## src/rtl/_shift_reg_en.sv

```systemverilog
// Enabled universal shift register: load, shift, rotate, arithmetic shift and clear,
// with a saturating count of shifts performed since the last load or clear.
module _shift_reg_en #(
  parameter  int WIDTH = 8,
  localparam int CNT_W = $clog2(WIDTH + 1)
) (
  input  logic             clk,
  input  logic             reset_n,
  input  logic             en,
  input  logic [2:0]       op,
  input  logic [WIDTH-1:0] d,
  input  logic             si_l,
  input  logic             si_r,
  output logic [WIDTH-1:0] q,
  output logic             so_l,
  output logic             so_r,
  output logic [CNT_W-1:0] cnt,
  output logic             full,
  output logic             zero
);

  typedef enum logic [2:0] {
    OP_HOLD  = 3'b000,
    OP_LOAD  = 3'b001,
    OP_SHL   = 3'b010,
    OP_SHR   = 3'b011,
    OP_ROTL  = 3'b100,
    OP_ROTR  = 3'b101,
    OP_ASR   = 3'b110,
    OP_CLEAR = 3'b111
  } op_e;

  localparam logic [CNT_W-1:0] CNT_MAX = CNT_W'(WIDTH);

  op_e              op_dec;
  logic [WIDTH-1:0] q_r;
  logic [WIDTH-1:0] q_next;
  logic [CNT_W-1:0] cnt_r;
  logic [CNT_W-1:0] cnt_next;
  logic             is_shift;
  logic [CNT_W-1:0] cnt_inc;

  assign op_dec = op_e'(op);

  // Counter saturates at WIDTH so full stays up through further shifts.
  assign cnt_inc = (cnt_r == CNT_MAX) ? cnt_r : cnt_r + CNT_W'(1);

  always_comb begin
    q_next   = q_r;
    is_shift = 1'b0;
    unique case (op_dec)
      OP_HOLD:  q_next = q_r;
      OP_LOAD:  q_next = d;
      OP_SHL: begin
        q_next   = {q_r[WIDTH-2:0], si_l};
        is_shift = 1'b1;
      end
      OP_SHR: begin
        q_next   = {si_r, q_r[WIDTH-1:1]};
        is_shift = 1'b1;
      end
      OP_ROTL: begin
        q_next   = {q_r[WIDTH-2:0], q_r[WIDTH-1]};
        is_shift = 1'b1;
      end
      OP_ROTR: begin
        q_next   = {q_r[0], q_r[WIDTH-1:1]};
        is_shift = 1'b1;
      end
      OP_ASR: begin
        q_next   = {q_r[WIDTH-1], q_r[WIDTH-1:1]};
        is_shift = 1'b1;
      end
      OP_CLEAR: q_next = '0;
      default:  q_next = q_r;
    endcase
  end

  always_comb begin
    cnt_next = cnt_r;
    if (op_dec == OP_LOAD || op_dec == OP_CLEAR) begin
      cnt_next = '0;
    end else if (is_shift) begin
      cnt_next = cnt_inc;
    end
  end

  always_ff @(posedge clk or negedge reset_n) begin
    if (!reset_n) begin
      q_r   <= '0;
      cnt_r <= '0;
    end else if (en) begin
      q_r   <= q_next;
      cnt_r <= cnt_next;
    end
  end

  // Status flags are decoded straight from the registers, no extra stage.
  assign q    = q_r;
  assign cnt  = cnt_r;
  assign so_l = q_r[WIDTH-1];
  assign so_r = q_r[0];
  assign full = (cnt_r == CNT_MAX);
  assign zero = (q_r == '0);

endmodule
```

## config.mk

```make
export PLATFORM = sky130hd
export DESIGN_NAME = _shift_reg_en
export DESIGN_NICKNAME = d
export VERILOG_FILES = /design/src/rtl/_shift_reg_en.sv
export SDC_FILE = /design/constraint.sdc
export NUM_CORES = 1
export LEC_CHECK = 0
export BUFFER_PORTS_ARGS = -buffer_cell sky130_fd_sc_hd__buf_2
export CORE_ASPECT_RATIO = 0.9
export CORE_UTILIZATION = 33
export DETAILED_ROUTE_END_ITERATION = 8
export PLACE_DENSITY = 0.69
export SLEW_MARGIN = 15
export SYNTH_ARGS = -nofsm -noshare
export SYNTH_HDL_FRONTEND = slang
export SYNTH_SLANG_ARGS = --single-unit
```

## constraint.sdc

```tcl
create_clock -name clk -period 1.2 [get_ports clk]
set_input_delay 0.06 -clock clk [delete_from_list [all_inputs] [get_ports clk]]
set_output_delay 0.06 -clock clk [all_outputs]
set_load 0.01 [all_outputs]
```

# --- Word level (Yosys, flattened, before mapping) ---
# Cells that the tools add are included.
word_totals:
  register_bits: 12
  elab_cells: 28
classes:
  addsub: 1
  n_eq_ne: 9
  n_mux: 5
  bitwise_logic: 2
  reduce_logical: 8
op_table:
  columns: ["op", "count"]
  rows:
  - ["8-bit case mux with 7 select lines", 1]
  - ["3-bit == test (second input constant)", 4]
  - ["4-bit two-way mux", 3]
  - ["8-bit zero test", 1]
  - ["3-bit by 2-bit == test with 1-bit output (second input constant)", 2]
  - ["3-bit AND reduction", 2]
  - ["5-bit OR reduction", 1]
  - ["4-bit by 1-bit adder with 4-bit output (second input constant)", 1]
  - ["4-bit == test (second input constant)", 1]
  - ["3-bit by 1-bit == test with 1-bit output (second input constant)", 1]
  - ["3-bit zero test", 1]
  - ["2-bit by 1-bit != test with 1-bit output (second input constant)", 1]
  - ["1-bit NOT", 2]
  - ["2-bit AND reduction", 1]
  - ["2-bit nonzero test", 1]
  - ["1-bit logical OR", 1]
  - ["1-bit two-way mux", 1]

# --- Depth between registers and ports, before layout ---
# Gate-level depths: netlist of run 1.
logic_depth:
  ltp_word: 5
  depth_mapped: 6
  depth_no_buf: 6

# --- Worst setup path before layout of run 1 ---
# Ideal clock, no wire load.
synth_path:
  path_type: "reg2reg"
  from: "register cnt_r[0] (netlist: cnt[0])"
  to: "register cnt_r[0] (netlist: cnt[0])"
  setup_time_ps: 65
  t_arrival_ps: 1247
  path_slack_ps: -112
  path_stages_with_launch: 7
  synth_period_minus_slack_ps: 1312
  cell_sequence: "dfrtp_1 inv_1 ha_1 nand3b_1 nand2_1 a211o_1 nand2_1"
synth_via:
  elab_chain_len: 4
  elab_cells_between_ends: 7
  classes_between: "add/sub: 1; eq/ne: 2; mux: 3; reduce/logical: 1"
synth_lines:
  columns: ["item", "line", "rtl"]
  rows:
  - ["from (decl)", "38", "logic [CNT_W-1:0] cnt_r;"]
  - ["from (signal assigned)", "94", "cnt_r <= cnt_next;"]
  - ["4-bit by 1-bit adder with 4-bit output", "46", "assign cnt_inc = (cnt_r == CNT_MAX) ? cnt_r : cnt_r + CNT_W'(1);"]
  - ["4-bit two-way mux", "46", null]
  - ["4-bit two-way mux", "83", "end else if (is_shift) begin"]
  - ["4-bit two-way mux", "81", "if (op_dec == OP_LOAD || op_dec == OP_CLEAR) begin"]
# Parallel ways exist; a longest one is shown, timed or not. The select of a mux whose other input is x is not followed.
# A chain may end at the register's enable or synchronous reset.

# --- Worst setup path in the final report of run 1 ---
layout_path:
  from: "register q_r[0] (netlist: q[0])"
  to: "output port zero"
layout_via:
  elab_chain_len: 1
layout_lines:
  columns: ["item", "line", "rtl"]
  rows:
  - ["from (decl)", "36", "logic [WIDTH-1:0] q_r;"]
  - ["from (signal assigned)", "93", "q_r <= q_next;"]
  - ["8-bit zero test", "104", "assign zero = (q_r == '0);"]
  - ["to (decl)", "19", "output logic zero"]
# Every way passes these cells.

==> results of run 1 <==
[cell families (layout without fill, tap and decap cells)]
group	after synthesis	count (layout)	synth area share, %
AND/OR/NAND/NOR	33	33	18.4
AO/OA/AOI/OAI	32	32	23.6
flip-flops	12	12	33.1
buffers and inverters	12	63	10.8
multiplexers	6	6	7.46
XOR/XNOR	4	4	3.87
adder cells (fa/ha/maj)	2	2	2.76
[critical path: cells and delay by family, from the launching register on]
kind,cells,cell delay (ns)
AND/OR/NAND/NOR,2,0.60
buffers and inverters,1,0.13
flip-flops,1,0.43
[stage by stage]
step | hold slack, ns | total power (uW)
final | 0.0718 | 1970
after global routing | 0.0689 | 2100
after CTS | 0.0638 | 1810
after detailed placement | -0.0436 | 1380
after global placement | -0.0452 | 1360
after floorplan | -0.236 | 1020
[metal layers]
| metal | track usage [%] | routed length [um] | vias to the layer above |
|---|---|---|---|
| met1 | 24.3 | 1180 | 471 |
| met2 | 30.8 | 1470 | 34 |
| li1 | - | - | 470 |
| met5 | 0 | 0 | - |
| met3 | 4.48 | 137 | 2 |
| met4 | 7.32 | 27 | 0 |
[state kept, by name, summed over array words and instances, names as in the netlist]
name  flops
cnt       4
q         8
[layout make-up]
| type | count | area [um2] | area share, % |
|---|---|---|---|
| well taps | 28 | 35.0 | 2.56 |
| inverters | 4 | 15.0 | 1.10 |
| clock buffers | 4 | 36.3 | 2.65 |
| multi-input cells | 77 | 607 | 44.3 |
| flip-flops and latches | 12 | 303 | 22.1 |
| repair buffers | 55 | 373 | 27.2 |
[placed cells by master, fill, tap and decap left out, types with 2 or more instances in the layout]
master and n:
inv_2 4, nor2_1 6, nand2_2 2, nand2b_1 2
or4_4 2, clkbuf_4 3, xor2_1 2, mux2_4 2
mux2_2 4, buf_6 8, o21ai_1 8, a221oi_2 6
o21ai_0 7, nand2_1 10, buf_4 17, dfrtp_1 10
dfrtp_2 2, xnor2_1 2, buf_2 29, a21oi_1 3
[power by group through the flow]
stage / clock network, uW / logic [uW] / registers, uW
5_1_grt: 372 / 1120 / 613
6_report: 339 / 1040 / 598
2_1_floorplan: 0 / 353 / 672
3_5_place_dp: 0 / 784 / 593
4_1_cts: 345 / 882 / 583
3_3_place_gp: 0 / 766 / 589
[worst min-delay path by stage]
stage | from | to | slack, ns | cells past startpoint
finish | d[6] | q[6]$_DFFE_PN0P_ | 0.07 | 3
global route | d[2] | q[2]$_DFFE_PN0P_ | 0.07 | 3
CTS | d[6] | q[6]$_DFFE_PN0P_ | 0.06 | 3
detailed placement | reset_n | q[2]$_DFFE_PN0P_ | -0.04 | 1
global placement | reset_n | q[2]$_DFFE_PN0P_ | -0.05 | 1
floorplan | reset_n | cnt[0]$_DFFE_PN0P_ | -0.24 | 0
[repair_timing]
item / CTS / global route
buffers inserted: 3 / 3
hold buffers: 1 / 0
hold endpoints to repair: 12 / 0
endpoints found under the setup margin: 6 / 13
resized for setup: 11 / 20
pin swaps: 8 / 14
==> impl_metrics.toml, run 1 <==
[status]
status = "complete, but fails checks"
failed_checks = "DRC, setup timing"

[layout]
drive_gt1_share_pct = 59.2
fin_nets = 171
fillers = 220
area_delta_synth_final_pct = 51.1
diodes = 0
final_util_pct = 54.1
final_area_um2 = 1370
fin_cells = 180

[setup_path]
worstSetupStartpointType = "flip-flop"
crit_arrival_ns = 1.46
reg2reg_from = "q[6]$_DFFE_PN0P_"
slowest_stage = "or4_4"
worstPathRequired_ns = 1.14
r2r_end = "q[5]$_DFFE_PN0P_"
slowest_delay_ns = 0.49
startpoint = "q[0]$_DFFE_PN0P_"
worst-r2r-cell-count = 5
crit_fanout = 3
endpoint = "zero"
end_kind = "output pin"
path_class = "flip-flop to output pin"
r2r_slack_ns = -0.12
crit_chain = "or4_4 > nor2_2 > buf_2"

[clocking]
worstSkewPairLatency_ns = 0.29
clk_pin_slew_worst_paths_ns = 0.09
htree_num_levels = 1
root_buffer = "clkbuf_4"
clock_path_buffers = 2
cts_tree = "built"
cts.sinks = 12
cts_made_buffers = 3

[logic_synthesis]
syn_inst = 101
synth_top_area_share_pct = 33.1
netlist_top_cells_count = "12 x dfrtp_1, 12 x nand2_1, 8 x nor2_1, 8 x o21ai_0, 7 x o21ai_1"
synth_area_per_cell_um2 = 8.97
synth_enable_flop_cells = 0
ys_types = 30
ys_seq_area_share_pct = 33.1
synthFlopType = "dfrtp_1"
ys_ff_latch = 12
synth_nets = 119
yosys_warnings = 0
yosys-top-cells-area = "dfrtp_1 33%, buf_6 7.5%, mux2_2 7.5%"
synth_area_um2 = 906
yosys.area.top_type = "dfrtp_1"
synth-async-reset-ratio_pct = 100

[die]
ios = 32
die-area_um2 = 2960
rows = 17
die_w_um = 57.2
core-area_um2 = 2530
initial_core_util_pct = 35.8
die_h_um = 51.7

[sta]
setup_tns_ns = -0.875
finalSetupViolCount = 10
rsz0062_at_grt = "true"
fmax_mhz = 658
drv_slew = 0
setup_ws_ns = -0.321
clock_skew_ns = 0.0102
fin_crit_sh_pct = 127
finalCriticalPeriod_ns = 1.52
hold_viol_final = 0
slew_headroom_pct = 54.1
tightest_slew_ns = 0.686

[global_route]
first_global_vias = 874
grt_overflow = 0
grt_pass1_wl_um = 4180
antenna_found_initial = 0
grt_use_total_pct = 18.9
grt_max_degree = 15

[placement]
placed_area_um2 = 1150
dp.cells = 169
place_ws_ns = -0.0397
numPortBuffers = 31
routabilityCongestion = 0.828
dp_hpwl_um = 1720

[power_and_ir_drop]
p_per_area_nw_per_um2 = 1440
p_int_uw = 1230
p_comb_share_pct = 52.5
p_leak_uw = 0.000654
pwr-share-seq_pct = 30.3
sw_frac_of_total_pct = 37.5
clock_power_share_pct = 17.2
peakVddDrop_v = 0.000503
p_sw_uw = 742

[route]
wire_per_inst_um = 15.6
vias = 977
first_pass_iters = 7
vias_per_cell = 5.43
drtIter0Drc = 38
drt_wl_total_um = 2810
ant_nets = 0
drc = 3

[hold_path]
hold_class = "input pin to flip-flop"

[flow_run]
maxCapViolCount = 0
Note: power is estimated with default switching activity, not from simulation.
==> inputs of run 2 (changes only) <==
--- a/config.mk
+++ b/config.mk
@@ -10,6 +10,7 @@
 export CORE_UTILIZATION = 33
 export DETAILED_ROUTE_END_ITERATION = 8
 export PLACE_DENSITY = 0.69
+export SETUP_SLACK_MARGIN = 0.05
 export SLEW_MARGIN = 15
 export SYNTH_ARGS = -nofsm -noshare
 export SYNTH_HDL_FRONTEND = slang
==> run 2 against run 1 <==
Against the previous run:
- the run still ends with DRC, setup timing left
- clock skew down 0.0049 ns
- clock power is 2% lower
- die area stayed put
- sequential share of layout area fell by 0.39 points
- worst hold slack better by 0.021 ns
- sequential cell count unchanged
- utilization is 1.9 points higher
- count of clock-buffer cells in the layout is the same
- cell count is 0.56% higher
- wire length decreased by 0.50%
- fmax rose by 1.0%
- largest cell class unchanged
==> impl_metrics.toml, run 2 (synthesis gave the netlist of run 1 again) <==
[status]
status = "complete, but fails checks"
failed_checks = "DRC, setup timing"

[route]
drtIter0Drc = 34
first_pass_iters = 6
drc = 1
wire_per_inst_um = 15.4
vias_per_cell = 5.39
vias = 975
drt_wl_total_um = 2790
ant_nets = 0

[sta]
rsz0062_at_grt = "true"
hold_viol_final = 0
whs_ns = 0.0931
setup_ws_ns = -0.305
slew_headroom_pct = 56.4
setup_tns_ns = -0.760
fmax_mhz = 664
tightest_slew_ns = 0.651
drv_slew = 0
fin_crit_sh_pct = 125
clock_skew_ns = 0.00528
finalCriticalPeriod_ns = 1.51
finalSetupViolCount = 10

[global_route]
grt_pass1_wl_um = 4710
first_global_vias = 1004
antenna_found_initial = 0
grt_overflow = 0
grt_max_degree = 13
grt_use_total_pct = 21.9

[layout]
largest_reg_flops = 8
multiInputGateArea_um2 = 609
fin_nets = 172
diodes = 0
final_area_um2 = 1420
fillers = 220
mostFrequentLayoutCell = "buf_2"
final_cell_mix = "25 x buf_2, 16 x buf_4, 14 x buf_6"
drive_gt1_share_pct = 60.1
area_delta_synth_final_pct = 56.4
regArea_um2 = 308

[clocking]
worstSkewPairLatency_ns = 0.28
htree_num_levels = 1
cts_tree = "built"
cts_made_buffers = 3
clock_path_buffers = 2
clk_pin_slew_worst_paths_ns = 0.08
cts.sinks = 12
root_buffer = "clkbuf_4"

[power_and_ir_drop]
peakVddDrop_v = 0.000547
p_per_area_nw_per_um2 = 1430
power_uw = 2030
p_leak_uw = 0.000674

[die]
core-area_um2 = 2530
die_h_um = 51.7
rows = 17
initial_core_util_pct = 35.8
die-area_um2 = 2960
ios = 32
die_w_um = 57.2

[placement]
placed_area_um2 = 1160
place_ws_ns = -0.0434
dp_hpwl_um = 1860
routabilityCongestion = 0.813
numPortBuffers = 31

[setup_path]
worstPathRequired_ns = 1.14
worstSetupStartpointType = "flip-flop"
crit_fanout = 2
end_kind = "output pin"
worst-r2r-cell-count = 5
crit_arrival_ns = 1.45
path_class = "flip-flop to output pin"

[flow_run]
maxCapViolCount = 0

[hold_path]
hold_class = "input pin to flip-flop"
min_path_cells = 3
## run 2: area by class of cell
cell class / count / share of cell area, %
Clock buffer: 4 / 2.56
Multi-Input combinational cell: 77 / 43.0
Inverter: 4 / 1.06
Tap cell: 28 / 2.47
Timing Repair Buffer: 56 / 29.2
Sequential cell: 12 / 21.7
## run 2: critical path, stage by stage, from the launching register on
cell	delay [ns]
dfrtp_1	0.41
or4_4	0.53
nor2_2	0.10
buf_2	0.13
## run 2: what timing repair did
item                                    4_1_cts  5_1_grt
setup buffers                                 8        1
endpoints found under the setup margin       12       19
pin swaps                                    15        5
endpoints found under the hold margin        12        0
resized for setup                            25        9
hold buffers                                  1        0
## run 2: per-stage QoR
step           utilization [%]  instances
6_report                  56.0        181
5_1_grt                   56.0        181
4_1_cts                   53.9        180
3_5_place_dp              45.7        167
3_3_place_gp              45.7        167
2_1_floorplan                -        101
## run 2: worst paths after layout
check / from / to / slack [ns]
worst max-delay path: q[1]$_DFFE_PN0P_ / zero / -0.31
worst min-delay path: d[2] / q[2]$_DFFE_PN0P_ / 0.09
max in group asynchronous: reset_n / cnt[0]$_DFFE_PN0P_ / 0.73
worst max register to register: q[1]$_DFFE_PN0P_ / q[2]$_DFFE_PN0P_ / -0.15
min in group asynchronous: reset_n / q[3]$_DFFE_PN0P_ / 0.22
worst min register to register: cnt[3]$_DFFE_PN0P_ / cnt[3]$_DFFE_PN0P_ / 0.57
## run 2: report_power, final
part	internal, uW	leakage, uW	switching, uW
clock network	184	0.0000210	147
logic	593	0.000508	508
registers	509	0.000145	83.6
## run 2: metal layers
layer | wire length (um) | vias to the layer above | GRT usage [%]
met5 | 0 | - | 0
met4 | 63 | 0 | 12.2
met3 | 133 | 6 | 2.74
met2 | 1370 | 34 | 36.7
met1 | 1230 | 464 | 27.6
li1 | - | 471 | -
==> inputs of run 3 (changes only) <==
--- a/config.mk
+++ b/config.mk
@@ -7,9 +7,9 @@
 export LEC_CHECK = 0
 export BUFFER_PORTS_ARGS = -buffer_cell sky130_fd_sc_hd__buf_2
 export CORE_ASPECT_RATIO = 0.9
-export CORE_UTILIZATION = 33
+export CORE_UTILIZATION = 40
 export DETAILED_ROUTE_END_ITERATION = 8
-export PLACE_DENSITY = 0.69
+export PLACE_DENSITY = 0.79
 export SETUP_SLACK_MARGIN = 0.05
 export SLEW_MARGIN = 15
 export SYNTH_ARGS = -nofsm -noshare
==> run 3 against run 2 <==
Against the previous run:
- the run ends with setup timing left
- sequential share of layout area about the same
- global-route usage increased by 5.9 points
- worst hold slack got worse by 0.016 ns
- sequential power grew 2%
- clock power grew 2%
- combinational power about the same
- sequential cell count unchanged
- utilization increased by 14 points
- die area fell by 17%
- critical path type unchanged
- largest power group unchanged
==> impl_metrics.toml, run 3 (synthesis gave the netlist of run 1 again) <==
[sta]
tightest_slew_ns = 0.647
clock_skew_ns = 0.00519
slew_headroom_pct = 56.7
finalCriticalPeriod_ns = 1.51
finalSetupViolCount = 11
rsz0062_at_grt = "true"
setup_ws_ns = -0.308
hold_viol_final = 0
fmax_mhz = 663
drv_slew = 0
fin_crit_sh_pct = 126

[layout]
largest_reg_flops = 8
diodes = 0
fillers = 129
final_cell_mix = "29 x buf_2, 18 x buf_4, 10 x nand2_1, 10 x buf_6, 8 x o21ai_0"
regArea_um2 = 307
area_delta_synth_final_pct = 55.5
drive_gt1_share_pct = 60.6
final_util_pct = 69.5
final_area_um2 = 1410
fin_nets = 174
mostFrequentLayoutCell = "buf_2"
multiInputGateArea_um2 = 617

[placement]
routabilityCongestion = 0.918
placed_area_um2 = 1150
numPortBuffers = 31
dp_hpwl_um = 1940

[clocking]
root_buffer = "clkbuf_4"
htree_num_levels = 1
cts.sinks = 12
clk_pin_slew_worst_paths_ns = 0.08
clock_path_buffers = 2
cts_tree = "built"
worstSkewPairLatency_ns = 0.29
cts_made_buffers = 3

[global_route]
first_global_vias = 969
grt_max_degree = 13
grt_overflow = 0
grt_use_total_pct = 27.8
grt_pass1_wl_um = 4660
antenna_found_initial = 0

[flow_run]
maxCapViolCount = 0

[die]
die_w_um = 52.2
core-area_um2 = 2030
ios = 32
die-area_um2 = 2460
initial_core_util_pct = 44.7
rows = 15
die_h_um = 47.1

[route]
drc = 0
vias_per_cell = 6.07
first_pass_iters = 4
vias = 1093
drtIter0Drc = 43
ant_nets = 0
drt_wl_total_um = 3370
wire_per_inst_um = 18.7

[setup_path]
end_kind = "output pin"
worstPathRequired_ns = 1.14
path_class = "flip-flop to output pin"
worstSetupStartpointType = "flip-flop"
crit_fanout = 2
crit_arrival_ns = 1.45

[status]
status = "complete, but fails checks"
failed_checks = "setup timing"

[hold_path]
hold_class = "input pin to flip-flop"

[power_and_ir_drop]
p_leak_uw = 0.000681
p_per_area_nw_per_um2 = 1470
peakVddDrop_v = 0.000896
power_uw = 2070
-- run 3: changes by cell type in the layout (fill, tap and decap cells not counted) --
cell,delta
or4_1,-1
dfrtp_1,+1
inv_1,+1
o21ai_1,-1
a21oi_1,-1
dfrtp_2,-1
buf_4,+2
inv_2,-1
o21ai_0,+1
buf_2,+4
or4_4,+1
a21oi_2,+1
buf_6,-4
-- run 3: report_power, final --
part | internal, uW | switching (uW) | leakage [uW] | total, uW
logic | 577 | 548 | 0.000513 | 1130
clock network | 185 | 151 | 0.0000210 | 337
registers | 508 | 96.4 | 0.000146 | 605
total | 1270 | 796 | 0.000681 | 2070
-- run 3: metrics by stage --
step / instances / setup WS [ns] / hold slack, ns / setup TNS, ns
global route: 180 / -0.340 / 0.0946 / -1.95
finish: 180 / -0.308 / 0.0767 / -1.50
CTS: 175 / -0.299 / 0.0909 / -0.703
detailed placement: 164 / -0.0496 / -0.0499 / -0.0886
floorplan: 101 / 0.0222 / -0.236 / 0
global placement: 164 / 0.00974 / -0.0494 / 0
-- run 3: critical path: stages, from the launching register on --
cell and delay (ns):
dfrtp_2 0.42, or4_4 0.53, nor2_2 0.08, buf_2 0.12
-- run 3: what timing repair did --
item | 4_1_cts | 5_1_grt
pin swaps | 11 | 6
buffers inserted | 6 | 5
setup endpoints to repair | 12 | 15
gates resized for setup | 20 | 9
hold buffers | 1 | 0
hold endpoints to repair | 12 | 0
-- run 3: final timing paths --
kind / cells after the start / end / slack [ns] / startpoint
worst max-delay path: 3 / zero / -0.31 / q[6]$_DFFE_PN0P_
worst min register to register: 2 / cnt[3]$_DFFE_PN0P_ / 0.60 / cnt[3]$_DFFE_PN0P_
min in group asynchronous: 2 / q[5]$_DFFE_PN0P_ / 0.21 / reset_n
worst max register to register: 6 / q[4]$_DFFE_PN0P_ / -0.28 / q[3]$_DFFE_PN0P_
max in group asynchronous: 2 / cnt[1]$_DFFE_PN0P_ / 0.75 / reset_n
worst min-delay path: 3 / q[2]$_DFFE_PN0P_ / 0.08 / d[2]
-- run 3: cell type report --
class / count / area share [%]
timing repair buffer: 58 / 28.6
multi-input combinational: 77 / 43.8
clock buffer: 4 / 2.58
inverter: 4 / 1.07
tap: 25 / 2.22
sequential: 12 / 21.8
-- run 3: metal layers --
layer  vias up  global-route usage [%]  part of all wire, %
li1        476                       -                    -
met1       527                    32.0                   41
met2        71                    48.5                   47
met3        19                    4.85                  6.5
met4         0                    18.9                  5.2
met5         -                       0                    0
